`src/rtl/reg_window_ctrl_pkg.sv`:
```
// reg_window_ctrl_pkg: shared window geometry and controller state encoding.
package reg_window_ctrl_pkg;
   localparam int WIN_BITS     = 2;
   localparam int NREG_PHYS    = 8;
   localparam int WIN_STRIDE   = 2;
   localparam int MAX_RESIDENT = 3;
   typedef enum logic [2:0] {IDLE, SPILL0, SPILL1, FILL0, FILL1} state_t;
endpackage

```
`src/rtl/reg_window_ctrl.sv`:
```
// reg_window_ctrl: register-window pointer manager with spill/fill to a memory stack.
module reg_window_ctrl
   import reg_window_ctrl_pkg::*;
#(
   parameter int                DATA_W     = 16,
   parameter int                ADDR_W     = 16,
   parameter logic [ADDR_W-1:0] STACK_BASE = 'h0100,
   parameter int                MAX_SPILL  = 8
) (
   input  logic                clk,
   input  logic                rst_n,
   input  logic                call,
   input  logic                ret,
   output logic                busy,
   output logic                done,
   output logic                err,
   output logic [WIN_BITS-1:0] cwp,
   output logic [WIN_BITS-1:0] rf_wnd,
   output logic [1:0]          rf_reg,
   output logic                rf_wen,
   output logic [DATA_W-1:0]   rf_wdata,
   input  logic [DATA_W-1:0]   rf_rdata,
   output logic                rf_ldwnd,
   output logic [ADDR_W-1:0]   mem_addr,
   output logic [DATA_W-1:0]   mem_wdata,
   input  logic [DATA_W-1:0]   mem_rdata,
   output logic                mem_rd,
   output logic                mem_wr,
   input  logic                mem_ready
);
   localparam int DEPTH_W = $clog2(MAX_SPILL + 1);
   localparam logic [ADDR_W-1:0] SP_STEP = ADDR_W'(WIN_STRIDE);
   localparam logic [WIN_BITS-1:0] W_ONE = WIN_BITS'(1);

   state_t              r_state;
   logic [WIN_BITS-1:0] r_cwp;
   logic [WIN_BITS-1:0] r_owp;
   logic [DEPTH_W-1:0]  r_depth;
   logic [ADDR_W-1:0]   r_sp;
   logic                r_done;
   logic                r_err;
   logic                r_ldwnd;

   logic [WIN_BITS-1:0] w_diff;
   logic                w_full;
   logic                w_single;
   logic                w_spill;
   logic                w_fill;
   logic                w_k;

   // resident windows minus one; full means the next call would clobber owp
   assign w_diff   = r_cwp - r_owp;
   assign w_full   = w_diff == WIN_BITS'(MAX_RESIDENT - 1);
   assign w_single = w_diff == '0;
   assign w_spill  = r_state == SPILL0 || r_state == SPILL1;
   assign w_fill   = r_state == FILL0 || r_state == FILL1;
   assign w_k      = r_state == SPILL1 || r_state == FILL1;

   always_ff @(posedge clk or negedge rst_n) begin
      if (!rst_n) begin
         r_state <= IDLE;
         r_cwp   <= '0;
         r_owp   <= '0;
         r_depth <= '0;
         r_sp    <= STACK_BASE;
         r_done  <= 1'b0;
         r_err   <= 1'b0;
         r_ldwnd <= 1'b0;
      end else begin
         r_done  <= 1'b0;
         r_err   <= 1'b0;
         r_ldwnd <= 1'b0;
         case (r_state)
            IDLE: begin
               if (call && ret) begin
                  r_err <= 1'b1;
               end else if (call) begin
                  if (!w_full) begin
                     r_cwp   <= r_cwp + W_ONE;
                     r_done  <= 1'b1;
                     r_ldwnd <= 1'b1;
                  end else if (r_depth == DEPTH_W'(MAX_SPILL)) begin
                     r_err <= 1'b1;
                  end else begin
                     r_state <= SPILL0;
                  end
               end else if (ret) begin
                  if (!w_single) begin
                     r_cwp   <= r_cwp - W_ONE;
                     r_done  <= 1'b1;
                     r_ldwnd <= 1'b1;
                  end else if (r_depth == '0) begin
                     r_err <= 1'b1;
                  end else begin
                     r_state <= FILL0;
                  end
               end
            end
            SPILL0: if (mem_ready) r_state <= SPILL1;
            FILL0:  if (mem_ready) r_state <= FILL1;
            SPILL1: begin
               if (mem_ready) begin
                  r_state <= IDLE;
                  r_sp    <= r_sp + SP_STEP;
                  r_depth <= r_depth + DEPTH_W'(1);
                  r_owp   <= r_owp + W_ONE;
                  r_cwp   <= r_cwp + W_ONE;
                  r_done  <= 1'b1;
                  r_ldwnd <= 1'b1;
               end
            end
            FILL1: begin
               if (mem_ready) begin
                  r_state <= IDLE;
                  r_sp    <= r_sp - SP_STEP;
                  r_depth <= r_depth - DEPTH_W'(1);
                  r_owp   <= r_owp - W_ONE;
                  r_cwp   <= r_cwp - W_ONE;
                  r_done  <= 1'b1;
                  r_ldwnd <= 1'b1;
               end
            end
            default: r_state <= IDLE;
         endcase
      end
   end

   // spill drains the oldest window; fill restores the one just below it
   always_comb begin
      busy      = r_state != IDLE;
      done      = r_done;
      err       = r_err;
      rf_ldwnd  = r_ldwnd;
      cwp       = r_cwp;
      rf_wnd    = w_spill ? r_owp : w_fill ? r_owp - W_ONE : r_cwp;
      rf_reg    = {1'b0, w_k};
      mem_addr  = w_spill ? r_sp + ADDR_W'(w_k) : w_fill ? r_sp - SP_STEP + ADDR_W'(w_k) : r_sp;
      mem_wr    = w_spill;
      mem_rd    = w_fill;
      mem_wdata = rf_rdata;
      rf_wen    = w_fill && mem_ready;
      rf_wdata  = mem_rdata;
   end
endmodule
```
`config.mk`:
```
export PLATFORM = sky130hd
export DESIGN_NAME = reg_window_ctrl
export DESIGN_NICKNAME = d
export VERILOG_FILES = /design/src/rtl/reg_window_ctrl_pkg.sv /design/src/rtl/reg_window_ctrl.sv
export SDC_FILE = /design/constraint.sdc
export NUM_CORES = 1
export LEC_CHECK = 0
export ABC_AREA = 1
export CAP_MARGIN = 20
export CORE_ASPECT_RATIO = 1.75
export CORE_MARGIN = 2
export CORE_UTILIZATION = 45
export CTS_CLUSTER_SIZE = 24
export DETAILED_ROUTE_END_ITERATION = 8
export GPL_TIMING_DRIVEN = 0
export PLACE_DENSITY = 0.8
export SLEW_MARGIN = 20
export SYNTH_ARGS = -nofsm -noshare
export SYNTH_HDL_FRONTEND = slang
export SYNTH_SLANG_ARGS = --single-unit
```
`constraint.sdc`:
```
create_clock -name clk -period 2.39 [get_ports clk]
set_input_delay 0.717 -clock clk [delete_from_list [all_inputs] [get_ports clk]]
set_output_delay 0.717 -clock clk [all_outputs]
set_load 0.01 [all_outputs]
```
; Word level (Yosys, flattened, before mapping)
; Cells that the tools add are included.
[word_totals]
reg_bits = 29
latch_bits = 0
ramBits = 0
mem_bits_ro = 0
in_bits = 37
out_inout_bits = 61
wordCells = 99
mem_count = 0
[classes]
add_sub_neg = 11
mul = 0
div_mod_pow = 0
order_cmp = 0
eq_ne = 19
n_shift = 0
mux = 47
n_bitwise = 0
reduce_logical = 15
[ops]
columns = operator, n
row1 = two-way mux 16 bit, 4
row2 = adder 16 x 1 -> 16 bit, 2
row3 = case mux 16 bit (2 select lines), 1
row4 = two-way mux 3 bit, 10
row5 = two-way mux 2 bit, 11
row6 = "inequality test 3 bit, second input constant", 7
row7 = "adder 16 x 2 -> 16 bit, second input constant", 1
row8 = "subtractor 16 x 2 -> 16 bit, second input constant", 1
row9 = two-way mux 1 bit, 14
row10 = case mux 3 bit (4 select lines), 1
row11 = "inequality test 2 bit, second input constant", 5
row12 = AND reduction 9 bit, 1
row13 = two-way mux 4 bit, 2
row14 = case mux 4 bit (2 select lines), 1
row15 = AND reduction 7 bit, 1
row16 = "== test 3 x 2 -> 1 bit, second input constant", 2
row17 = case mux 2 bit (3 select lines), 1
row18 = nonzero test 3 bit, 2
row19 = "adder 2 x 1 -> 2 bit, second input constant", 2
row20 = "adder 4 x 1 -> 4 bit, second input constant", 1
row21 = "== test 4 bit, second input constant", 1
row22 = logical NOT 4 bit, 1
row23 = case mux 2 bit (2 select lines), 1
row24 = "subtractor 2 x 1 -> 2 bit, second input constant", 2
row25 = 14 further kinds, 17

; Longest topological paths before layout
; Gate-level depths: netlist of run 1.
[depth]
word_depth = 7
mapped_depth = 11
depth_no_buf = 11

; Worst setup path after synthesis of run 1
; No wires, ideal clock.
[synth_path]
kind = register to output
start = register r_sp[1]
end = output mem_addr[11]
t_arrival_ns = 1.347
required_time_ns = 1.673
setup_slack_ns = 0.326
stages_incl_launch_ff = 7
n_path_buf = 0
path_cell_list = dfrtp_1 -> inv_1 -> ha_1 -> nand3_1 -> nor2_2 -> nand4_1 -> a31oi_1
[synth_via]
elab_chain_len = 4
elab_cells_between_ends = 5
classes_between = add/sub: 3 / mux: 2
[synth_lines]
columns = element, line_no
row1 = "start, declared", reg_window_ctrl.sv:39  ; logic [ADDR_W-1:0] r_sp;
row2 = "start signal, assigned", reg_window_ctrl.sv:104  ; r_sp <= r_sp + SP_STEP;
row3 = "start signal, assigned", reg_window_ctrl.sv:115  ; r_sp <= r_sp - SP_STEP;
row4 = subtractor 16 x 2 -> 16 bit, reg_window_ctrl.sv:137  ; mem_addr = w_spill ? r_sp + ADDR_W'(w_k) : w_fill ? r_sp - SP_STEP + ADDR_W'(w_k) : r_sp;
row5 = adder 16 x 1 -> 16 bit, reg_window_ctrl.sv:137
row6 = two-way mux 16 bit, reg_window_ctrl.sv:137
row7 = two-way mux 16 bit *, reg_window_ctrl.sv:137
row8 = "end, declared", reg_window_ctrl.sv:24  ; output logic [ADDR_W-1:0] mem_addr,
; Every way passes the cells marked *; elsewhere a longest branch is shown, timed or not.

; Worst setup path in the final report of run 1
[layout_path]
start = register r_state[1]
end = output mem_addr[6]
[layout_via]
elab_chain_len = 5
elab_cells_between_ends = 11
classes_between = add/sub: 2 / eq/ne: 4 / mux: 2 / reduce/logical: 3
[layout_lines]
columns = element, line_no
row1 = "start, declared", reg_window_ctrl.sv:35  ; state_t r_state;
row2 = "start signal, assigned", reg_window_ctrl.sv:61  ; r_state <= IDLE;
row3 = "start signal, assigned", reg_window_ctrl.sv:85  ; r_state <= SPILL0;
row4 = "start signal, assigned", reg_window_ctrl.sv:95  ; r_state <= FILL0;
row5 = == test 3 x 2 -> 1 bit or == test 3 bit (tied branches), "reg_window_ctrl.sv:55, reg_window_ctrl.sv:57, reg_window_ctrl.sv:56"
row6 = logical OR 1 bit, reg_window_ctrl.sv:57  ; assign w_k = r_state == SPILL1 || r_state == FILL1;
row7 = adder 16 x 1 -> 16 bit, reg_window_ctrl.sv:137
row8 = two-way mux 16 bit, reg_window_ctrl.sv:137
row9 = two-way mux 16 bit *, reg_window_ctrl.sv:137
; Marks and branches as above.

==> results.sh, run 1 <==
export IMPL_area_growth_pct=48.0
export IMPL_cts_sinks=28
export IMPL_grt_setup_unrepaired="true"
export IMPL_final_net_count=568
export IMPL_syn_mean_instance_area_um2=6.47
export IMPL_end_kind="primary output"
export IMPL_clock_latency_ns=0.28
export IMPL_numPortBuffers=64
export IMPL_antennaDiodeCount=0
export IMPL_power_density_nw_per_um2=1130
export IMPL_dpl_worst_slack_ns=-0.393
export IMPL_placed_area_um2=3460
export IMPL_yosysSeqAreaShare_pct=25.8
export IMPL_postSynth_asyncResetShare_pct=100
export IMPL_slew_headroom_pct=53.8
export IMPL_syn_inst=421
export IMPL_rows=37
export IMPL_timing_setup_tns_ns=-1.11
export IMPL_cp_max_fo=5
export IMPL_p_leak_nw=2.06
export IMPL_vdd_ir_drop_max_mv=0.778
export IMPL_ioPinCount=98
export IMPL_postRouteAntennaNets=0
export IMPL_routed_wirelength_mm=9.39
export IMPL_yosysWarnings=0
export IMPL_num_vias=3279
export IMPL_clkTransAtPathRegs_ns=0.10
export IMPL_maxCapViolCount=0
export IMPL_failed_checks="negative setup slack"
export IMPL_grt_usage_pct=26.0
export IMPL_core_um2=5880
export IMPL_drt_iter0_markers=216
export IMPL_grt_pass1_vias=3264
export IMPL_grt_pass1_wl_mm=14.0
export IMPL_cts_root_buf="clkbuf_8"
export IMPL_synth_nets=463
export IMPL_synth_cell_type_count=34
export IMPL_num_fill_cells=449
export IMPL_crit_path_start_kind="flop"
export IMPL_hold_class="in -> async"
export IMPL_stdcell_count=603
export IMPL_dp_hpwl_mm=5.93
export IMPL_numCtsBuffers=3
export IMPL_tightest_slew_ns=0.693
export IMPL_worstReg2RegEnd="r_depth[3]"
export IMPL_htreeDepth=1
export IMPL_die_x_um=62.8
export IMPL_required_ns=1.67
export IMPL_final_hold_viol_count=0
export IMPL_clock_path_buffers=2
export IMPL_die_h_um=107
export IMPL_gr_total_overflow=0
export IMPL_design_area_um2=4030
export IMPL_via_per_inst=5.44
export IMPL_multiInputGateArea_um2=1740
export IMPL_drive_above_1_share_pct=34.9
export IMPL_r2r_slack_ns=0.09
export IMPL_setup_viol=17
export IMPL_outcome="finished, violations left"
export IMPL_seqCellArea_um2=707
export IMPL_worstReg2RegStart="r_state[1]"
export IMPL_dp_cells=563
export IMPL_post_route_period_util_pct=107
export IMPL_gp_congestion=0.922
export IMPL_fin_ws_ns=-0.157
export IMPL_path_class="reg -> out"
export IMPL_first_pass_iters=7
export IMPL_routedWlPerCell_um=15.6
export IMPL_dieArea_um2=6720
export IMPL_ys_seq_elements=28
export IMPL_ys_flop_type="dfrtp_1"
export IMPL_arrival_ns=1.83
export IMPL_syn_cell_area_um2=2730
export IMPL_grt_max_degree=29
export IMPL_synth_edf_count=0
export IMPL_antenna_found_initial=0
export IMPL_remaining_drc_errors=0
export IMPL_clock_fmax_mhz=393
export IMPL_reg2regPathDepth=12
export IMPL_start_util_pct=46.4
export IMPL_maxSlewViolCount=0
export IMPL_power_mw=4.55
export IMPL_fin_crit_ns=2.55
export IMPL_cts_tree="done"
export IMPL_postCtsHoldBufs=0
export IMPL_clock_skew_ns=0.00611
[repair_timing]
| action | in CTS | in global routing |
|---|---|---|
| gates cloned | 2 | 0 |
| setup endpoints to repair | 22 | 21 |
| resized for setup | 113 | 60 |
| buffers inserted | 25 | 14 |
| pin swaps | 11 | 23 |
[cells in the final DEF (no fill, tap or decap), types with 3 or more instances in the layout]
master	count
nand2_2	11
xnor2_1	4
xor2_1	10
buf_4	68
nand4_1	6
inv_1	30
o21ai_1	8
dlygate4sd2_1	3
nor2_4	10
dfrtp_1	23
a21oi_1	4
nor2_2	7
dfrtp_2	4
ha_1	3
nand3_1	35
nand3b_1	3
nand2_1	124
o21ai_0	9
a31oi_1	4
o21ai_2	7
nor2_1	28
inv_2	8
buf_6	12
o211ai_1	3
clkbuf_8	3
clkdlybuf4s50_1	40
nand2_4	8
buf_2	22
[report_power, final]
group	leakage, nW	internal, mW	total [mW]	switching (mW)
logic	1.68	1.54	3.41	1.87
clock network	0.0228	0.120	0.280	0.160
registers	0.351	0.648	0.858	0.210
[cells by family (layout without fill, tap and decap cells)]
family,Yosys count,count (layout),synth area share [%]
xor gates and xnor gates,15,15,4.82
adders and majority gates,5,5,2.57
other,1,1,0.138
and+or+nand+nor,240,240,38.2
buffers and inverters,92,196,19.7
DFF,28,28,25.8
AOI/OAI and AO/OA,40,40,8.91
[worst max path at each step]
stage | start | endpoint | slack (ns) | depth (start not counted)
floorplan | r_sp[1] | mem_addr[11] | 0.33 | 6
global placement | r_sp[1] | mem_addr[11] | -0.34 | 7
detailed placement | r_sp[1] | mem_addr[11] | -0.39 | 7
CTS | r_state[1] | mem_addr[6] | -0.07 | 9
global route | r_state[1] | mem_addr[6] | -0.19 | 9
finish | r_state[1] | mem_addr[6] | -0.16 | 10
[registers in the layout (all words and copies together), names as in the netlist]
register,flops
r_state,3
err,1
r_sp,15
cwp,2
rf_ldwnd,1
r_owp,2
r_depth,4
[through the flow]
step                util [%]  hold WS, ns
floorplan                  -        0.421
global placement        58.9        0.508
detailed placement      58.8        0.532
CTS                     64.1        0.493
global route            68.6        0.519
finish                  68.6        0.465
[area by class of cell]
type / count / share of cell area (%)
inverters: 40 / 3.85
plain buffers: 50 / 9.89
multi-input cells: 301 / 43.0
clock buffers: 4 / 1.12
flip-flops and latches: 28 / 17.5
repair buffers: 102 / 22.2
well taps: 78 / 2.42
[routing by layer]
metal | wire length (um) | track usage, %
met4 | 633 | 17.9
met2 | 4960 | 49.9
met1 | 3150 | 25.2
met5 | 0 | 0
met3 | 641 | 3.25
[cell usage after synthesis, types with 3 or more instances]
| master | count | area (um^2) |
|---|---|---|
| a31oi_1 | 4 | 25.0 |
| buf_4 | 38 | 285 |
| ha_1 | 4 | 50.1 |
| xor2_1 | 11 | 96.3 |
| nand3_1 | 39 | 195 |
| buf_2 | 8 | 40.0 |
| nand3b_1 | 3 | 22.5 |
| nand2_1 | 137 | 514 |
| dfrtp_1 | 27 | 676 |
| o21ai_0 | 13 | 65.1 |
| o211ai_1 | 3 | 22.5 |
| xnor2_1 | 4 | 35.0 |
| nand2_2 | 4 | 25.0 |
| inv_1 | 37 | 139 |
| buf_6 | 5 | 56.3 |
| nor2_1 | 39 | 146 |
| inv_2 | 3 | 11.3 |
| nor2_2 | 4 | 25.0 |
| nand4_1 | 6 | 37.5 |
| o21ai_1 | 11 | 55.1 |
| a21oi_1 | 4 | 20.0 |
[critical path, stage by stage (launching register included)]
cell	delay (ns)
dfrtp_1	0.41
nor2_2	0.16
nand2_2	0.08
buf_6	0.12
nand2_4	0.08
buf_8	0.13
buf_6	0.11
inv_2	0.05
o21ai_4	0.16
o31ai_4	0.10
buf_2	0.15
No activity file was read; power rests on OpenSTA's default activity.
==> run 2, diff against run 1 <==
==> constraint.sdc (replaced) <==
create_clock -name clk -period 2.9 [get_ports clk]
set_input_delay 0.87 -clock clk [delete_from_list [all_inputs] [get_ports clk]]
set_output_delay 0.87 -clock clk [all_outputs]
set_load 0.01 [all_outputs]
==> run 2 against run 1 <==
Sequential power shrank 21%. Non-clock buffer count shrank 28. The flow now finishes without violations. Clock power shrank 20%. Critical path depth shrank 4. Core utilization shrank 7.8 points. Worst setup slack gained 0.23 ns. Largest power group unchanged. Largest cell class unchanged. Clock skew shrank 0.0026 ns. Routed wire length shrank 19%.
==> results.sh, run 2 (synthesis results as in run 1) <==
export IMPL_core_um2=5880
export IMPL_timing_critical_path_buf_inv=3
export IMPL_postCtsHoldBufs=0
export IMPL_grt_max_degree=29
export IMPL_cts_sinks=28
export IMPL_crit_chain="nor2_2 > nand2_2 > buf_6 > clkbuf_4 > nand2_1 > clkdlybuf4s50_1"
export IMPL_top_register="r_sp"
export IMPL_worstReg2RegStart="r_state[1]"
export IMPL_required_ns=2.03
export IMPL_antenna_found_initial=0
export IMPL_cp_slowest_cell="clkdlybuf4s50_1"
export IMPL_reg2regPathDepth=11
export IMPL_hp_start="r_depth[2]"
export IMPL_maxSlewViolCount=0
export IMPL_top_layer_used="met4"
export IMPL_final_hold_viol_count=0
export IMPL_end_kind="primary output"
export IMPL_setup_viol=0
export IMPL_cp_max_fo=10
export IMPL_power_density_nw_per_um2=843
export IMPL_final_net_count=540
export IMPL_gp_congestion=0.922
export IMPL_postRouteAntennaNets=0
export IMPL_largest_register_ffs=15
export IMPL_maxCapViolCount=0
export IMPL_rows=37
export IMPL_remaining_drc_errors=0
export IMPL_num_vias=2961
export IMPL_cts_root_buf="clkbuf_8"
export IMPL_clock_path_buffers=2
export IMPL_clkTransAtPathRegs_ns=0.10
export IMPL_drive_above_1_share_pct=18.9
export IMPL_final_cell_mix="136 x nand2_1, 46 x buf_4, 44 x clkdlybuf4s50_1"
export IMPL_startpoint="r_state[1]"
export IMPL_numCtsBuffers=3
export IMPL_hold_path_cell_count=2
export IMPL_slew_headroom_pct=54.7
export IMPL_worstReg2RegEnd="r_depth[3]"
export IMPL_via_per_inst=5.15
export IMPL_clock_latency_ns=0.28
export IMPL_drt_iter0_markers=135
export IMPL_p_seq_share_pct=22.5
export IMPL_max_stage_delay_ns=0.53
export IMPL_dp_hpwl_mm=5.93
export IMPL_routed_wirelength_mm=7.63
export IMPL_clock_fmax_mhz=354
export IMPL_dr_wl_met3_um=442
export IMPL_r2r_slack_ns=0.77
export IMPL_crit_path_start_kind="flop"
export IMPL_dpl_worst_slack_ns=-0.130
export IMPL_post_route_period_util_pct=97.3
export IMPL_pwr_share_comb_pct=70.0
export IMPL_grt_pass1_wl_mm=12.7
export IMPL_vdd_ir_drop_max_mv=0.611
export IMPL_fin_ws_ns=0.0770
export IMPL_p_int_mw=1.53
export IMPL_drt_met1_wl_mm=2.78
export IMPL_tightest_slew_ns=0.680
export IMPL_die_x_um=62.8
export IMPL_outcome="complete, no violations"
export IMPL_numPortBuffers=64
export IMPL_p_leak_nw=1.85
export IMPL_grt_pass1_vias=3063
export IMPL_grt_usage_pct=23.7
export IMPL_start_util_pct=46.4
export IMPL_die_h_um=107
export IMPL_reg_top3="r_sp x15, r_depth x4, r_state x3"
export IMPL_path_delay_family="buffers and inverters"
export IMPL_placed_area_um2=3460
export IMPL_layout_commonest_cell="nand2_1"
export IMPL_htreeDepth=1
export IMPL_antennaDiodeCount=0
export IMPL_ioPinCount=98
export IMPL_wl_met2_mm=4.05
export IMPL_dieArea_um2=6720
export IMPL_swShare_pct=49.0
export IMPL_hold_class="reg -> reg"
export IMPL_design_area_um2=3570
export IMPL_fin_crit_ns=2.82
export IMPL_area_growth_pct=31.1
export IMPL_clock_skew_ns=0.00352
export IMPL_path_class="reg -> out"
export IMPL_first_pass_iters=4
export IMPL_p_sw_mw=1.48
export IMPL_cts_tree="done"
export IMPL_routedWlPerCell_um=13.3
export IMPL_arrival_ns=1.95
export IMPL_gr_total_overflow=0
export IMPL_clockPowerShare_pct=7.4
export IMPL_hold_path_end="r_depth[2]"
export IMPL_timing_setup_tns_ns=0
==> run 2: timing repair <==
item                       in CTS  in global routing
buffers inserted                6                  2
pin swaps                       2                  1
resized for setup              24                 10
setup endpoints to repair      19                  8
==> run 2: worst max path at each step <==
stage,to,slack (ns),depth (start not counted)
after floorplan,mem_addr[11],0.68,6
after global placement,rf_wen,-0.11,4
final,mem_addr[0],0.08,6
after CTS,mem_addr[11],0.02,8
after detailed placement,rf_wen,-0.13,4
after global routing,mem_addr[11],-0.01,7
==> run 2: power by group through the flow <==
| stage | combinational (mW) | sequential [mW] | clock (mW) |
|---|---|---|---|
| floorplan | 1.30 | 0.668 | 0 |
| global placement | 2.01 | 0.686 | 0 |
| detailed placement | 2.06 | 0.689 | 0 |
| CTS | 2.05 | 0.673 | 0.231 |
| global route | 2.33 | 0.698 | 0.247 |
| finish | 2.11 | 0.679 | 0.224 |
==> run 2: layer usage <==
layer / track usage [%] / up-vias
met2: 45.9 / 143
met3: 2.62 / 34
li1: - / 1446
met4: 15.6 / 0
met5: 0 / -
met1: 23.1 / 1338
==> run 2: cell type report <==
type | instances | area [um^2]
fillers | 562 | 2310
multi-input cells | 301 | 1520
flip-flops and latches | 28 | 703
repair buffers | 72 | 669
plain buffers | 52 | 388
inverters | 40 | 150
well taps | 78 | 97.6
clock buffers | 4 | 45.0
==> run 2: metrics by stage <==
stage	hold slack [ns]	instances	utilization (%)	power (mW)
6_report	0.549	575	60.8	3.01
5_1_grt	0.586	575	60.8	3.27
4_1_cts	0.554	573	60.1	2.95
3_5_place_dp	0.532	563	58.8	2.75
3_3_place_gp	0.508	563	58.9	2.69
2_1_floorplan	0.481	421	-	1.97
==> run 2: worst min-delay path, stage by stage, from the launching register on <==
cell	delay, ns
dfrtp_1	0.39
nand2_1	0.06
o21ai_0	0.07
